File: src/rtl/ether_pkg.sv
// ether_pkg: shared constants and state type for the RMII receive path.
//   state_t         : receiver FSM states
//   PREAMBLE_DIBIT  : preamble dibit value (2'b10)
//   SFD_DIBIT       : start-of-frame-delimiter dibit value (2'b11)
//   PREAMBLE_LEN    : preamble dibits required before the SFD is accepted
//   COUNT_W         : width of the preamble counter
package ether_pkg;

    typedef enum logic [1:0] {
        IDLE     = 2'd0,
        PREAMBLE = 2'd1,
        DATA     = 2'd2,
        WAIT_END = 2'd3
    } state_t;

    localparam int unsigned        COUNT_W        = 5;
    localparam logic [1:0]         PREAMBLE_DIBIT = 2'b10;
    localparam logic [1:0]         SFD_DIBIT      = 2'b11;
    localparam logic [COUNT_W-1:0] PREAMBLE_LEN   = 5'd31;

endpackage

File: src/rtl/ether_rx.sv
// ether_rx: RMII receiver front end. Hunts for a preamble of PREAMBLE_LEN
// dibits followed by the SFD, then forwards every payload dibit with one
// cycle of latency until carrier drops.
//   clk   : sole clock, rising edge
//   rst   : asynchronous reset, active low
//   crsdv : RMII carrier-sense / data-valid
//   rxd   : RMII receive dibit
//   axiov : payload dibit valid (no backpressure)
//   axiod : payload dibit, holds its last value while axiov is low
// Build option: ETHER_RX_STRICT_PREAMBLE_EN -- when defined, a bad dibit in
// the preamble rejects the whole frame (WAIT_END until crsdv drops) instead
// of restarting the preamble count.
module ether_rx
    import ether_pkg::*;
(
    input  logic       clk,
    input  logic       rst,
    input  logic       crsdv,
    input  logic [1:0] rxd,
    output logic       axiov,
    output logic [1:0] axiod
);

    state_t             state, state_n;
    logic [COUNT_W-1:0] count, count_n;
    logic               axiov_n;
    logic [1:0]         axiod_n;

    always_ff @(posedge clk or negedge rst) begin
        if (!rst) begin
            state <= IDLE;
            count <= '0;
            axiov <= 1'b0;
            axiod <= 2'b00;
        end else begin
            state <= state_n;
            count <= count_n;
            axiov <= axiov_n;
            axiod <= axiod_n;
        end
    end

    always_comb begin
        state_n = state;
        count_n = count;
        axiov_n = 1'b0;
        axiod_n = axiod;

        if (!crsdv) begin
            // Loss of carrier ends any frame, whatever the state.
            state_n = IDLE;
            count_n = '0;
        end else begin
            case (state)
                IDLE: begin
                    // The first carrier dibit already counts toward the preamble.
                    state_n = PREAMBLE;
                    count_n = (rxd == PREAMBLE_DIBIT) ? COUNT_W'(1) : '0;
                end
                PREAMBLE: begin
                    if (rxd == PREAMBLE_DIBIT) begin
                        if (count != '1)
                            count_n = count + 1'b1;
                    end else if (rxd == SFD_DIBIT && count >= PREAMBLE_LEN) begin
                        state_n = DATA;
                    end else begin
                        count_n = '0;
`ifdef ETHER_RX_STRICT_PREAMBLE_EN
                        state_n = WAIT_END;
`endif
                    end
                end
                DATA: begin
                    axiov_n = 1'b1;
                    axiod_n = rxd;
                end
                WAIT_END: begin
                    state_n = WAIT_END;
                end
                default: begin
                    state_n = IDLE;
                    count_n = '0;
                end
            endcase
        end
    end

endmodule

File: config.mk
export PLATFORM = sky130hd
export DESIGN_NAME = ether_rx
export DESIGN_NICKNAME = d
export VERILOG_FILES = /design/src/rtl/ether_pkg.sv /design/src/rtl/ether_rx.sv
export SDC_FILE = /design/constraint.sdc
export NUM_CORES = 1
export LEC_CHECK = 0
export ABC_AREA = 1
export CORE_UTILIZATION = 46
export CTS_BUF_LIST = sky130_fd_sc_hd__clkbuf_16
export CTS_CLUSTER_SIZE = 20
export DETAILED_ROUTE_END_ITERATION = 7
export GPL_TIMING_DRIVEN = 0
export PLACE_DENSITY = 0.7
export SKIP_LAST_GASP = 1
export SLEW_MARGIN = 15
export SYNTH_ARGS = -nofsm -noshare
export SYNTH_HDL_FRONTEND = slang
export SYNTH_SLANG_ARGS = --single-unit
File: constraint.sdc
create_clock -name clk -period 1.3 [get_ports clk]
set_input_delay 0.39 -clock clk [delete_from_list [all_inputs] [get_ports clk]]
set_output_delay 0.39 -clock clk [all_outputs]
set_load 0.01 [all_outputs]
==> results.py <==
metrics = {
    "place": {
        "place_congestion": 0.720,
        "portBuffers": 7,
        "dp_hpwl_microns": 875,
        "dpl_cell_area_sq_um": 728,
    },
    "power": {
        "fin_total_pwr_uw": 1400,
        "powerDensity_nw_per_um2": 1620,
        "leakage_uw": 0.000414,
        "ir_drop_mv": 1.12,
    },
    "yosys": {
        "synth_common_cells": "nand2_1 (24), dfrtp_1 (10), nor2_1 (10), inv_1 (8), nand3_1 (7)",
        "synthCells": 79,
        "synth-seq-cells": 10,
        "ys_async_sr_fraction": 1.00,
        "synth_area_leaders": "dfrtp_1 (39%), nand2_1 (14%), ha_1 (9.8%)",
        "synth-edff-count": 0,
        "synth_top_area_share": 0.393,
        "yosysSeqAreaShare": 0.393,
        "synth_nets": 89,
        "synth_top_area_cell": "dfrtp_1",
        "ys.flop_type": "dfrtp_1",
        "yosys_warnings": 0,
        "syn_avg_cell_area_sq_um": 8.06,
        "synthesis.area_sq_um": 637,
        "synthDistinctLibCells": 16,
        "synth.most_common_cell": "nand2_1",
    },
    "drt": {
        "wl_met3_microns": 51,
        "met2_wirelength_microns": 712,
        "drt_iter0_markers": 11,
        "wl_microns": 1440,
        "via_per_inst": 5.17,
        "ant_nets": 0,
        "vias": 563,
        "drc": 0,
        "wl_per_cell_microns": 13.2,
        "firstDrtPassIters": 4,
        "routed.top_layer": "met4",
        "wl_met1_microns": 627,
    },
    "setup_path": {
        "critPathMaxFanout": 6,
        "worst_ep_required_time_ps": 1430,
        "r2r_end": "count[3]$_DFFE_PN0P_",
        "crit_arrival_ps": 1600,
        "criticalPathCategory": "reg -> reg",
        "regToRegStartpoint": "count[0]$_DFFE_PN0P_",
        "endpoint_kind": "flop",
        "timing.reg2reg.setup_slack_ps": -170,
        "start_kind": "flop",
        "r2r_cells": 9,
    },
    "global_routing": {
        "grt_usage": 0.214,
        "grt_pass1_vias": 482,
        "grt_start_max_net_pins": 11,
        "grt_first_pass_wirelength_microns": 2050,
        "grt.overflow.total": 0,
        "antenna_found_initial": 0,
    },
    "floorplanning": {
        "initial_utilization": 0.489,
        "die_h_microns": 39.2,
        "fp.dieArea_sq_um": 1540,
        "die_x_microns": 39.2,
        "core_sq_um": 1300,
        "ioPinCount": 8,
        "placementRows": 13,
    },
    "layout": {
        "final_nets": 105,
        "n_antenna_cell": 0,
        "design_area_sq_um": 865,
        "drive_gt1_frac": 0.223,
        "final_util": 0.664,
        "areaGrowthSynthToFinish_pct": 35.8,
    },
    "timing": {
        "max_slew_margin": 0.692,
        "clock_skew_ps": 0.833,
        "setup_tns_ps": -1080,
        "rsz0062_at_grt": "yes",
        "setup_viol": 7,
        "period_minus_slack_ps": 1470,
        "fin_crit_sh": 1.13,
        "slew_viol_final": 0,
        "worstMarginPinSlew_ps": 461,
        "worst_slack_ps": -174,
        "fmax_mhz": 678,
        "hold_viol": 0,
    },
    "clocking": {
        "clockBufferDepth": 2,
        "cts-htree-levels": 1,
        "root_buffer": "clkbuf_16",
        "worst_skew_pair.late_latency_ps": 240,
        "cts.sinks": 10,
        "cts_buffers": 3,
        "tritoncts": "done",
        "clk_pin_slew_ps": 40,
    },
    "outcome": {
        "violations": "negative setup slack",
        "outcome": "finished, violations left",
    },
    "job": {
        "max_cap_violations": 0,
    },
    "hold_path": {
        "hp-class": "in -> async",
    },
}
[report_power, final]
group	internal [uW]	leakage, uW	total (uW)	switching, uW
clock	404	0.0000385	554	150
sequential	378	0.000134	431	52.6
combinational	181	0.000241	411	231
total	963	0.000414	1400	434
[cell type report]
class,count,area (sq um)
Clock buffer,3,75.1
Clock inverter,1,3.75
Fill cell,102,437
Inverter,10,37.5
Multi-Input combinational cell,59,382
Sequential cell,10,250
Tap cell,15,18.8
Timing Repair Buffer,11,97.6
[kinds of logic (layout without fill, tap and decap cells)]
| logic type | count (synthesis) | after routing | share of synthesized area |
|---|---|---|---|
| AND/OR/NAND/NOR | 45 | 45 | 0.336 |
| flip-flops | 10 | 10 | 0.393 |
| buffers and inverters | 10 | 25 | 0.0589 |
| AO/OA/AOI/OAI | 8 | 8 | 0.100 |
| adder cells (fa/ha/maj) | 5 | 5 | 0.0982 |
| XOR/XNOR | 1 | 1 | 0.0138 |
[per-layer routing]
layer	GRT usage	vias to the layer above
li1	-	284
met1	0.261	257
met2	0.329	16
met3	0.0231	6
met4	0.181	0
met5	0	-
[timing repair]
item / 4_1_cts / 5_1_grt
hold buffers: 0 / 0
pin swaps: 0 / 1
resized for setup: 11 / 3
buffers inserted: 3 / 1
setup endpoints to repair: 10 / 8
[state kept, by name, summed over array words and instances, names as in the netlist]
register	cells
count	5
axiod	2
state	2
axiov	1
[metrics by stage]
step	setup WS (ps)	cells	hold slack, ps
finish	-174	109	476
global route	-223	109	510
CTS	-144	108	481
detailed placement	-430	101	475
global placement	-413	101	469
floorplan	-82.0	79	94.4
[worst max-delay path: stages, from the launching register on]
cell and delay (ps):
dfrtp_1 390, ha_2 200, nand2_2 60, nor2_1 40
ha_2 180, o21bai_4 180, nand3_4 110, nand2_4 80
nand2_1 70, nand2_1 50
[worst max path at each step]
| stage | start | end | cells after the start |
|---|---|---|---|
| final | count[0]$_DFFE_PN0P_ | count[3]$_DFFE_PN0P_ | 9 |
| after global routing | count[0]$_DFFE_PN0P_ | count[0]$_DFFE_PN0P_ | 9 |
| after CTS | count[0]$_DFFE_PN0P_ | count[3]$_DFFE_PN0P_ | 9 |
| after detailed placement | rxd[1] | count[1]$_DFFE_PN0P_ | 8 |
| after global placement | rxd[1] | count[0]$_DFFE_PN0P_ | 8 |
| after floorplan | count[0]$_DFFE_PN0P_ | state[0]$_DFFE_PN0P_ | 9 |
[layout by cell type, fill, tap and decap left out, types with 2 or more instances in the layout]
master            n
clkdlybuf4s50_1   4
o21ai_0           2
nand2_2           3
nor2_1            9
inv_2             2
nand2_1          21
dfrtp_1          10
nand3_1           7
ha_2              2
ha_1              2
a21oi_1           2
o21ai_1           2
inv_1             8
clkbuf_16         3
buf_4             4
dlygate4sd2_1     2
Note: power is estimated with default switching activity, not from simulation.
